<file path="src/rtl/uart_receiver.sv">
// rtl/uart_receiver.sv - 8N1 UART receiver with show-ahead receive FIFO
//
// Ports:
//   clk          system clock, all logic on rising edge
//   rst_n        synchronous active-low reset
//   uart_rx_pin  asynchronous serial line, idle high
//   rd_en        pop FIFO head this cycle (ignored when empty)
//   err_clr      clear sticky error flags
//   rx_data      FIFO head byte, valid when rx_valid=1
//   rx_valid     FIFO not empty
//   fifo_count   bytes currently buffered, 0..FIFO_DEPTH
//   frame_err    sticky: a stop bit was sampled low
//   overrun      sticky: a byte arrived while the FIFO was full
module uart_receiver #(
    parameter int CLKS_PER_BIT = 104,
    parameter int FIFO_DEPTH   = 16
) (
    input  logic                          clk,
    input  logic                          rst_n,
    input  logic                          uart_rx_pin,
    input  logic                          rd_en,
    input  logic                          err_clr,
    output logic [7:0]                    rx_data,
    output logic                          rx_valid,
    output logic [$clog2(FIFO_DEPTH):0]   fifo_count,
    output logic                          frame_err,
    output logic                          overrun
);

    localparam int CW = $clog2(CLKS_PER_BIT);
    localparam int AW = $clog2(FIFO_DEPTH);
    localparam logic [CW-1:0] LAST_CNT = CW'(CLKS_PER_BIT - 1);
    // START waits half a bit from the detected falling edge so that every
    // later sample lands near the middle of its bit.
    localparam logic [CW-1:0] HALF_CNT = CW'(CLKS_PER_BIT / 2 - 1);
    localparam logic [AW:0]   FULL_CNT = (AW + 1)'(FIFO_DEPTH);

    typedef enum logic [2:0] {
        S_IDLE,
        S_START,
        S_DATA,
        S_STOP,
        S_BREAK
    } state_t;

    // ------------------------------------------------------------------
    // Input synchroniser (resets to idle-high so reset never fakes a start)
    // ------------------------------------------------------------------
    logic rx_meta;
    logic rxs;

    always_ff @(posedge clk) begin
        if (!rst_n) begin
            rx_meta <= 1'b1;
            rxs     <= 1'b1;
        end else begin
            rx_meta <= uart_rx_pin;
            rxs     <= rx_meta;
        end
    end

    // ------------------------------------------------------------------
    // Receive FSM
    // ------------------------------------------------------------------
    state_t        state;
    logic [CW-1:0] cnt;
    logic [2:0]    bit_idx;
    logic [7:0]    shift_reg;

    always_ff @(posedge clk) begin
        if (!rst_n) begin
            state     <= S_IDLE;
            cnt       <= '0;
            bit_idx   <= '0;
            shift_reg <= '0;
        end else begin
            case (state)
                S_IDLE: begin
                    cnt <= '0;
                    if (!rxs) begin
                        state <= S_START;
                    end
                end
                S_START: begin
                    if (cnt == HALF_CNT) begin
                        cnt <= '0;
                        if (!rxs) begin
                            state   <= S_DATA;
                            bit_idx <= '0;
                        end else begin
                            state <= S_IDLE;
                        end
                    end else begin
                        cnt <= cnt + CW'(1);
                    end
                end
                S_DATA: begin
                    if (cnt == LAST_CNT) begin
                        cnt       <= '0;
                        shift_reg <= {rxs, shift_reg[7:1]};
                        if (bit_idx == 3'd7) begin
                            state <= S_STOP;
                        end else begin
                            bit_idx <= bit_idx + 3'd1;
                        end
                    end else begin
                        cnt <= cnt + CW'(1);
                    end
                end
                S_STOP: begin
                    if (cnt == LAST_CNT) begin
                        cnt <= '0;
                        // Leaving mid-stop-bit lets a back-to-back start bit be seen.
                        state <= rxs ? S_IDLE : S_BREAK;
                    end else begin
                        cnt <= cnt + CW'(1);
                    end
                end
                S_BREAK: begin
                    // A held-low line must go high before another frame is accepted.
                    if (rxs) begin
                        state <= S_IDLE;
                    end
                end
                default: begin
                    state <= S_IDLE;
                end
            endcase
        end
    end

    logic stop_tick;
    logic push;
    logic frame_set;

    assign stop_tick = (state == S_STOP) && (cnt == LAST_CNT);
    assign push      = stop_tick && rxs;
    assign frame_set = stop_tick && !rxs;

    // ------------------------------------------------------------------
    // Show-ahead FIFO and sticky error flags
    // ------------------------------------------------------------------
    logic [7:0]    mem [FIFO_DEPTH];
    logic [AW-1:0] wr_ptr;
    logic [AW-1:0] rd_ptr;
    logic [AW:0]   count;
    logic          pop;
    logic          full;
    logic          wr_ok;
    logic          ovr_set;

    assign pop     = rd_en && (count != '0);
    assign full    = (count == FULL_CNT);
    // When full, a same-cycle pop frees the head slot, which is exactly
    // the slot wr_ptr points at, so the push can be accepted.
    assign wr_ok   = push && (!full || pop);
    assign ovr_set = push && full && !pop;

    always_ff @(posedge clk) begin
        if (!rst_n) begin
            for (int i = 0; i < FIFO_DEPTH; i++) begin
                mem[i] <= '0;
            end
            wr_ptr    <= '0;
            rd_ptr    <= '0;
            count     <= '0;
            frame_err <= 1'b0;
            overrun   <= 1'b0;
        end else begin
            if (wr_ok) begin
                mem[wr_ptr] <= shift_reg;
                wr_ptr      <= wr_ptr + AW'(1);
            end
            if (pop) begin
                rd_ptr <= rd_ptr + AW'(1);
            end
            case ({wr_ok, pop})
                2'b10:   count <= count + (AW + 1)'(1);
                2'b01:   count <= count - (AW + 1)'(1);
                default: count <= count;
            endcase
            // A new error in the clearing cycle wins over err_clr.
            frame_err <= frame_set || (frame_err && !err_clr);
            overrun   <= ovr_set   || (overrun   && !err_clr);
        end
    end

    assign rx_data    = mem[rd_ptr];
    assign rx_valid   = (count != '0);
    assign fifo_count = count;

endmodule

</file>
<file path="config.mk">
export PLATFORM = sky130hd
export DESIGN_NAME = uart_receiver
export DESIGN_NICKNAME = d
export VERILOG_FILES = /design/src/rtl/uart_receiver.sv
export SDC_FILE = /design/constraint.sdc
export NUM_CORES = 1
export LEC_CHECK = 0
export CAP_MARGIN = 20
export CORE_ASPECT_RATIO = 1.25
export CORE_UTILIZATION = 66
export DETAILED_ROUTE_END_ITERATION = 8
export GPL_ROUTABILITY_DRIVEN = 0
export PLACE_DENSITY = 0.87
export SLEW_MARGIN = 15
export SYNTH_ARGS = -nofsm -noshare
export SYNTH_HDL_FRONTEND = slang
export SYNTH_SLANG_ARGS = --single-unit
</file>
<file path="constraint.sdc">
create_clock -name clk -period 4.84 [get_ports clk]
set_input_delay 0.968 -clock clk [delete_from_list [all_inputs] [get_ports clk]]
set_output_delay 0.968 -clock clk [all_outputs]
set_load 0.05 [all_outputs]
</file>
* Word level (Yosys, flattened, before mapping)
Memory sizes are Yosys's and may differ from the RTL's. A register that Yosys moved wholly into a read port is not among the register bits. Index checks and enable logic that the tools add are counted.
Storage, ports and cells: bits in registers 38, RAM bits 128, bits of input ports 5, output and inout bits 16, logic and storage cells 89, memories kept 1
Cells by class: add/subtract/negate cells 6, equal/unequal tests 18, multiplexer cells 27, reductions and logical operators 26
Memories:
- mem | words 16, width 8, rd ports 1, clocked after memory_dff 1, write ports 16, line 143 | logic [7:0] mem [FIFO_DEPTH];
Operators by type and width (number):
- $mux 3 | 11
- $pmux 7 s3 | 1
- $ne 2x2->1 const B | 8
- $pmux 3 s5 | 1
- $mux 7 | 2
- $mux 4 | 3
- $pmux 5 s2 | 1
- $logic_and 1x1->1 | 9
- $add 4x1->4 const B | 2
- $mux 8 | 1
- $reduce_or 8->1 | 1
- $add 7x1->7 const B | 1
- $eq 7x6->1 const B | 1
- $eq 7x7->1 const B | 1
- $eq 3x2->1 const B | 2
- $eq 3x3->1 const B | 2
- $pmux 3 s2 | 1
- $reduce_and 6->1 | 1
- $add 5x1->5 const B | 1
- $eq 5x5->1 const B | 1
- $mux 1 | 5
- $reduce_and 5->1 | 1
- $reduce_bool 5->1 | 1
- $sub 5x1->5 const B | 1
- other kinds (12) | 18

* Longest topological paths before layout
Gate-level depths: netlist (run 1).
word-level depth 9, depth in mapped cells 12

* Least setup slack after synthesis (run 1)
OpenSTA, ideal clock, no wires.
path type reg2out, start point register with a tool-made name, end point output port rx_data[0], arrival time 1.963 ns, data required time 3.872 ns, path slack 1.909 ns, stages on the path, launching flop included 5, path buffers 2, cell sequence dfxtp_1 -> clkbuf_1 -> buf_2 -> mux4_2 -> mux4_2
RTL lines:
- to (decl) | line 23 | output logic [7:0] rx_data,

==> results.cfg, run 1 <==
[run_status]
status = finished, final reports clean

[floorplan]
dieArea_mm2 = 0.0121
die_y_um = 123
start_util = 0.685
ios = 21
row_count = 43
core-area_mm2 = 0.0112
die_w_um = 98.7

[detailed_routing]
num_vias = 4903
wl_mm = 18.1
wl_per_cell_um = 24.1
first_pass_iters = 7
drc = 0
viasPerCell = 6.54
ant_nets = 0
drt_iter0_drc = 538

[synth]
async_reset_ff_frac = 0
syn-num-nets = 603
avgSynthCellArea_um2 = 13.2
syn_inst = 585
synth_edf_count = 128
synthTopCellsByCount = 136 x nor2_1, 128 x edfxtp_1, 42 x dfxtp_1
ys_ff_latch = 170
syn-cell-area_mm2 = 0.00771
synth_top_area_share = 0.499
yosysUniqueCellTypes = 47
ys.flop_type = edfxtp_1
yosysMostFrequentCell = nor2_1
ys_seq_area_frac = 0.608
synth_warnings = 0
yosys.area.top_type = edfxtp_1
yosys-top-cells-area = edfxtp_1 50%, mux4_2 12%, dfxtp_1 11%, nor2_1 6.6%, ha_1 1.9%

[placed_design]
placed_area_mm2 = 0.00800
dp_hpwl_mm = 11.8
port_buffers = 20

[worst_setup_path]
path_cells = buf_4, mux4_2, mux4_2, clkdlybuf4s50_1
crit_slowest_cell = dfxtp_1
cp_max_fo = 17
cpPeakStageDelay_ns = 0.89
cp.required_ns = 3.87
cp-end-kind = output port
timing.rr.start = fifo_count[0]$_SDFFE_PN0P_
path_buf_inv = 2
start_kind = flop
path_common_cell = mux4_2
path_delay_family = buffers and inverters
crit_type = flop to output port
arrival_ns = 3.34

[worst_hold_path]
hold_start = rx_meta$_SDFF_PN1_
hold_class = flop to flop

[clocking]
cts.sinks = 170
htreeDepth = 4
clkTransAtPathRegs_ns = 0.06
cts_root_buf = clkbuf_16
cts_buffer_depth = 2
postCtsSetupBuffers = 0
post_cts_resized = 0
holdBufCountCts = 0
cts_tree = done
insertion_delay_ns = 0.43
cts_buffers = 17

[grt]
antenna_found_initial = 0
grt_overflow = 0
grt_pass1_wl_mm = 27.6
grt_max_degree = 54
grt_use_total = 0.323
grt_pass1_vias = 5028

[power_and_ir_drop]
power_density_mw_per_mm2 = 395
ir_worst_vdd_v = 0.000272
p_leak_nw = 2.77

[final_layout]
antenna_cells = 0
layout-drive-gt1-share = 0.159
area_growth_pct = 11.5
final_cell_area_mm2 = 0.00859
largest_register_ffs = 128
nets = 620

[timing]
tns_ns = 0
finalSetupViolations = 0
report.final.slew_viol_count = 0
finalHoldViolations = 0
finalCritPeriodShare = 0.891
skew_ns = 0.00850
rsz0062_at_grt = false
tightestPinTransition_ns = 0.929
relSlewSlack = 0.376
timing.fmax_mhz = 232
post-route-min-period_ns = 4.31

[run]
maxCapViolations = 0
## power by group
| part | leakage, nW | switching, mW | internal (mW) |
|---|---|---|---|
| logic | 0.929 | 0.200 | 0.174 |
| registers | 1.55 | 0.0476 | 1.63 |
| clock network | 0.292 | 0.570 | 0.771 |
## layer usage
| metal | part of all wire | wire length [µm] | up-vias | global-route usage |
|---|---|---|---|---|
| met1 | 0.34 | 6070 | 2410 | 0.346 |
| li1 | - | - | 2134 | - |
| met5 | 0 | 0 | - | 0 |
| met4 | 0.049 | 892 | 0 | 0.195 |
| met3 | 0.083 | 1500 | 72 | 0.0814 |
| met2 | 0.53 | 9650 | 287 | 0.577 |
## cells by family (layout without fill, tap and decap cells)
logic type | count (synthesis) | in the layout | synth area share
and+or+nand+nor | 246 | 246 | 0.153
DFF | 170 | 170 | 0.608
muxes | 56 | 56 | 0.139
buffers and inverters | 47 | 77 | 0.0321
AOI/OAI and AO/OA | 40 | 40 | 0.0312
adders and majority gates | 13 | 13 | 0.0221
xor gates and xnor gates | 13 | 13 | 0.0148
## final timing paths
path                                      to  slack, ns  cells after the start
setup / recovery                  rx_data[4]       0.53                      4
hold / removal                rxs$_SDFF_PN1_       0.41                      1
setup reg to reg  fifo_count[4]$_SDFFE_PN0P_       1.94                     10
hold reg to reg               rxs$_SDFF_PN1_       0.41                      1
## per-stage QoR
stage	std cells	power [mW]	utilization	setup WS (ns)	hold slack [ns]
global placement	718	2.05	0.711	1.19	0.391
global route	750	3.47	0.764	0.475	0.446
CTS	750	3.39	0.764	0.534	0.412
detailed placement	718	2.07	0.711	1.06	0.397
floorplan	585	1.96	-	1.91	0.386
finish	750	3.39	0.764	0.529	0.408
## placed cells by master, fill, tap and decap left out, drive strengths merged, types with 2 or more instances in the layout
cell           count
a21boi             4
a21oi              6
a22oi              2
and2              11
and3b              2
and4               3
buf               17
clkbuf            23
clkdlybuf4s50     20
dfxtp             42
edfxtp           128
ha                12
inv               15
mux2i             16
mux4              40
nand2             32
nand2b            17
nand3              6
nand4              3
nor2             136
nor2b             22
nor3               2
nor3b              4
o21ai             20
o22ai              2
or2                2
xnor2              8
xor2               5
## area by class of cell
type / instances / area (µm²)
Tap cell: 135 / 169
Inverter: 8 / 30.0
Clock buffer: 23 / 522
Sequential cell: 170 / 4690
Timing Repair Buffer: 37 / 340
Multi-Input combinational cell: 368 / 2780
Clock inverter: 9 / 70.1
Fill cell: 647 / 2650
(Power assumes the default switching activity.)
==> run 2, diff against run 1 <==
SLEW_MARGIN = 20   (was 15)
==> results of run 2 <==
The final DEF is identical to that of run 1; final timing and power are the same.
==> edit 1, RTL diff (config.mk and constraints of run 2) <==
Re-encode `state_t` (5 states) as one-hot, 5 bits wide.
--- a/src/rtl/uart_receiver.sv
+++ b/src/rtl/uart_receiver.sv
@@ -35,12 +35,12 @@
     localparam logic [CW-1:0] HALF_CNT = CW'(CLKS_PER_BIT / 2 - 1);
     localparam logic [AW:0]   FULL_CNT = (AW + 1)'(FIFO_DEPTH);
 
-    typedef enum logic [2:0] {
-        S_IDLE,
-        S_START,
-        S_DATA,
-        S_STOP,
-        S_BREAK
+    typedef enum logic [4:0] {
+        S_IDLE  = 5'b00001,
+        S_START = 5'b00010,
+        S_DATA  = 5'b00100,
+        S_STOP  = 5'b01000,
+        S_BREAK = 5'b10000
     } state_t;
 
     // ------------------------------------------------------------------
Behaviour: no difference found for any inputs over 10 cycles, from zero or initial values and one cycle with rst_n low; not proved beyond that.
==> edit 1 against run 2 <==
Sequential cell count increased by 2. Count of clock-buffer cells in the layout decreased by 5. Setup slack improved by 0.083 ns. Final area up 6.3%. Synthesized area grew 5.3%. Register-to-register slack lost 0.24 ns. Routed wire length is 1.5% higher. Cell count up 6.0%. Hold slack gained 0.016 ns.
Power is not compared: it rests on default switching activity, and its combinational part moved more than twofold at a synthesized area within 25%.
==> edit 1: results (changes against run 2) <==
synth_area_leaders: "edfxtp_1, mux4_2, dfxtp_1, and2_1, ha_1"
grt_pass1_vias: 4923  # -2.1%
antenna_found_initial: 0  # unchanged
drt_iter0_markers: 444  # -17%
wl_met1_um: 6620  # +9.0%
multi_input_area_share_pct: 35.4  # +3.1 points
wl_met2_um: 9500  # -1.5%
ys_seq_area_share_pct: 58.2  # -2.6 points
nClkBuffers: 18  # -22%
seq_share_pct: 51.8  # -2.8 points
post-place-ws_ns: 1.06  # -0.00201 ns
gr-usage-met1_pct: 38.1  # +3.6 points
synth_common_cells: "and2_1, edfxtp_1, dfxtp_1"
stdcell_area_sq_um: 9130  # +6.3%
synth.area.mux_share_pct: 12.6  # -1.4 points
viasPerCell: 6.31  # -3.4%
clock_skew_ns: 0.00882  # +0.000323 ns
p_int_mw: 2.46
placed_area_sq_um: 8530  # +6.6%
synth_cells: 593  # +1.4%
slew_headroom_pct: 31.5  # -6.1 points
path_max_fanout: 16  # -1
fillCellCount: 710  # +9.7%
drt_pass1_iterations: 5  # -2
grt_pass1_wl_um: 28300  # +2.4%
synth_fa_ha_area_share_pct: 1.94  # -0.27 points
die_x_um: 101  # +2.6%
multi_input_cells: 384  # +4.3%
wl_per_cell_um: 23.1  # -4.2%
cp.arrival_ns: 3.26  # -0.08 ns
drive_above_1_share_pct: 18.8  # +2.8 points
combPwrFrac_pct: 3.7
place_inst: 763  # +6.3%
dr_wl_met3_um: 1490  # -0.20%
yosysUniqueCellTypes: 59  # +26%
top_layer: "met4"
async_flop_share_pct: 0  # unchanged
nonClkBufAreaFrac_pct: 3.75  # -0.21 points
buffers: 39  # +5.4%
nets: 638  # +2.9%
synth_xor_area_share_pct: 1.08  # -0.40 points
grt_use_met3_pct: 6.60  # -1.5 points
routed_wl_um: 18400  # +1.5%
dpl.hpwl_um: 12100  # +2.2%
status: "complete, no violations"
seq_cell_count: 172  # +1.2%
grtUsageMet2_pct: 52.8  # -5.0 points
synth_compound_area_share_pct: 4.65  # +1.5 points
synth_nets: 610  # +1.2%
clk_share_pct: 6.55  # -0.34 points
grtUsageTotal_pct: 31.3  # -1.0 points
non_clock_inverter_count: 7  # -1
## edit 1: cell types whose count changed in the layout (fill, tap and decap cells not counted), moves of 5 or more
| cell | change |
|---|---|
| and2_1 | +118 |
| nor2_1 | -103 |
| nor2b_1 | -22 |
| nand2_1 | -12 |
| nor2_4 | +12 |
| nand2b_1 | -11 |
| a21oi_1 | +8 |
| or3_1 | +6 |
| nor3_1 | +5 |
## edit 1: path summary, 6_finish.rpt
kind / to / cells past startpoint / from / slack, ns
hold reg to reg: rxs / 1 / rx_meta / 0.42
setup reg to reg: fifo_count[4] / 10 / state[3] / 1.70
hold / removal: rxs / 1 / rx_meta / 0.42
setup / recovery: rx_data[7] / 4 / flip-flop / 0.61
## edit 1: worst max-delay path, stage by stage (launching register included)
cell and delay, ns:
dfxtp_2 0.71, buf_4 0.34, mux4_2 0.53, mux4_2 0.49
clkdlybuf4s50_1 0.75
==> edit 2, RTL diff (settings of run 2) <==
Made on the original files. Change the parameter `FIFO_DEPTH` from 16 to 32.
--- a/src/rtl/uart_receiver.sv
+++ b/src/rtl/uart_receiver.sv
@@ -13,7 +13,7 @@
 //   overrun      sticky: a byte arrived while the FIFO was full
 module uart_receiver #(
     parameter int CLKS_PER_BIT = 104,
-    parameter int FIFO_DEPTH   = 16
+    parameter int FIFO_DEPTH   = 32
 ) (
     input  logic                          clk,
     input  logic                          rst_n,
Ports: changed (resized fifo_count); port bits go from 21 to 22. No check against the original RTL was run, so the function may have changed too.
==> edit 2 against run 2 <==
Sequential cell count grew 132. Final area grew 74%. Critical path type unchanged. Synthesized area up 77%. Power increased by 100%. Routed wire length grew 93%. Setup slack worse by 0.21 ns. Critical endpoint is now rx_data[5]. Die area is 75% higher. Combinational power rose to 3.7 times the old value.
==> edit 2: results (changes against run 2) <==
diodes: 0  # unchanged
synth_common_cells: "nor2_1, edfxtp_1, mux4_2"
reg2reg_to: "mem[2][5]"
drive_above_1_share_pct: 15.7  # -0.19 points
grt_max_degree: 77  # +43%
path_max_fanout: 32  # +15
ys_seq_area_share_pct: 63.1  # +2.3 points
viasPerCell: 6.72  # +2.7%
grt_use_met3_pct: 7.56  # -0.59 points
numPortBuffers: 21  # +5.0%
cts_inserted_buffers: 28  # +11
gr-usage-met1_pct: 42.5  # +7.9 points
h-tree-depth: 1  # -3
cp.arrival_ns: 3.56  # +0.22 ns
status: "complete, no violations"
ir_worst_vdd_mv: 0.472  # +74%
slowest_delay_ns: 0.78  # -0.11 ns
synth_cells: 1006  # +72%
clk_latency_ns: 0.56  # +0.13 ns
dpl.hpwl_um: 21300  # +81%
grt_pass1_vias: 8801  # +75%
grtUsageTotal_pct: 34.6  # +2.3 points
grt_pass1_wl_um: 51700  # +87%
largest_register_ffs: 256  # +100%
fin_cells: 1318  # +76%
r2r_cells: 7  # -3
grtUsageMet2_pct: 54.3  # -3.5 points
fillCellCount: 1205  # +86%
slew_headroom_pct: 46.3  # +8.7 points
drt_pass1_iterations: 9  # +2
power.leakage_nw: 4.72  # +70%
synth_area_leaders: "edfxtp_1, mux4_2, nor2_1, dfxtp_1, mux2i_1"
wl_per_cell_um: 26.6  # +10%
clock_skew_ns: 0.0242  # +0.0157 ns
regToRegSetupSlack_ns: 1.66  # -0.28 ns
synth-edff-count: 256  # +100%
crit_slowest_cell: "dfxtp_4"
-- edit 2: cell types whose count changed after synthesis, moves of 7 or more --
cell and change:
nand2_1 +31, edfxtp_1 +128, buf_6 +24, a221oi_1 +8, a22o_1 +7, nand2b_1 -7, mux4_2 +24, mux2i_1 +34
nor2_1 +134, o21ai_0 +16
-- edit 2: critical path, delay by kind of cell, from the launching register on --
kind / cells / cell delay [ns]
mux: 2 / 0.90
compound gates: 1 / 0.19
buf+inv: 2 / 1.09
flops: 1 / 0.78
-- edit 2: routing by layer --
metal  vias to the layer above  wire (um)
li1                       3707          -
met1                      4293      11200
met3                       172       4210
met2                       680      16800
met5                         -          0
met4                         0       2840
-- edit 2: logic make-up after synthesis --
kind of cell,after synthesis,share of synthesized area [%]
fa+ha+maj,9,0.825
simple gates,420,14.0
compound gates,78,3.75
flops,302,63.1
xor+xnor,7,0.449
buf+inv,76,3.66
mux,114,14.2
-- edit 2: final cells by class --
type | count | share of cell area, %
Timing Repair Buffer | 57 | 3.34
Clock inverter | 10 | 0.844
Inverter | 11 | 0.276
Tap cell | 270 | 2.26
Multi-Input combinational cell | 628 | 30.3
Sequential cell | 302 | 57.5
Clock buffer | 40 | 5.45
-- edit 2: metrics by stage --
stage	utilization [%]	setup WS, ns	cell area, sq um	hold slack (ns)	power [mW]
2_1_floorplan	-	1.26	13600	0.386	4.19
3_3_place_gp	69.6	1.03	14000	0.395	4.50
3_5_place_dp	69.6	0.976	14000	0.394	4.55
4_1_cts	74.2	0.323	15000	0.457	6.78
5_1_grt	74.2	0.222	15000	0.466	6.99
6_report	74.2	0.315	15000	0.458	6.80
-- edit 2: how the worst max path moves through the flow --
stage | startpoint | to | slack [ns] | depth (start not counted)
detailed placement | flip-flop | rx_data[5] | 0.98 | 5
global placement | flip-flop | rx_data[5] | 1.03 | 5
floorplan | flip-flop | rx_data[3] | 1.26 | 6
global route | flip-flop | rx_data[5] | 0.22 | 5
CTS | flip-flop | rx_data[5] | 0.32 | 5
finish | flip-flop | rx_data[5] | 0.31 | 5
-- edit 2: report_power, final --
group,switching [mW],internal (mW),leakage (nW)
Clock,0.947,1.33,0.458
Combinational,0.721,0.678,1.45
Sequential,0.168,2.96,2.81
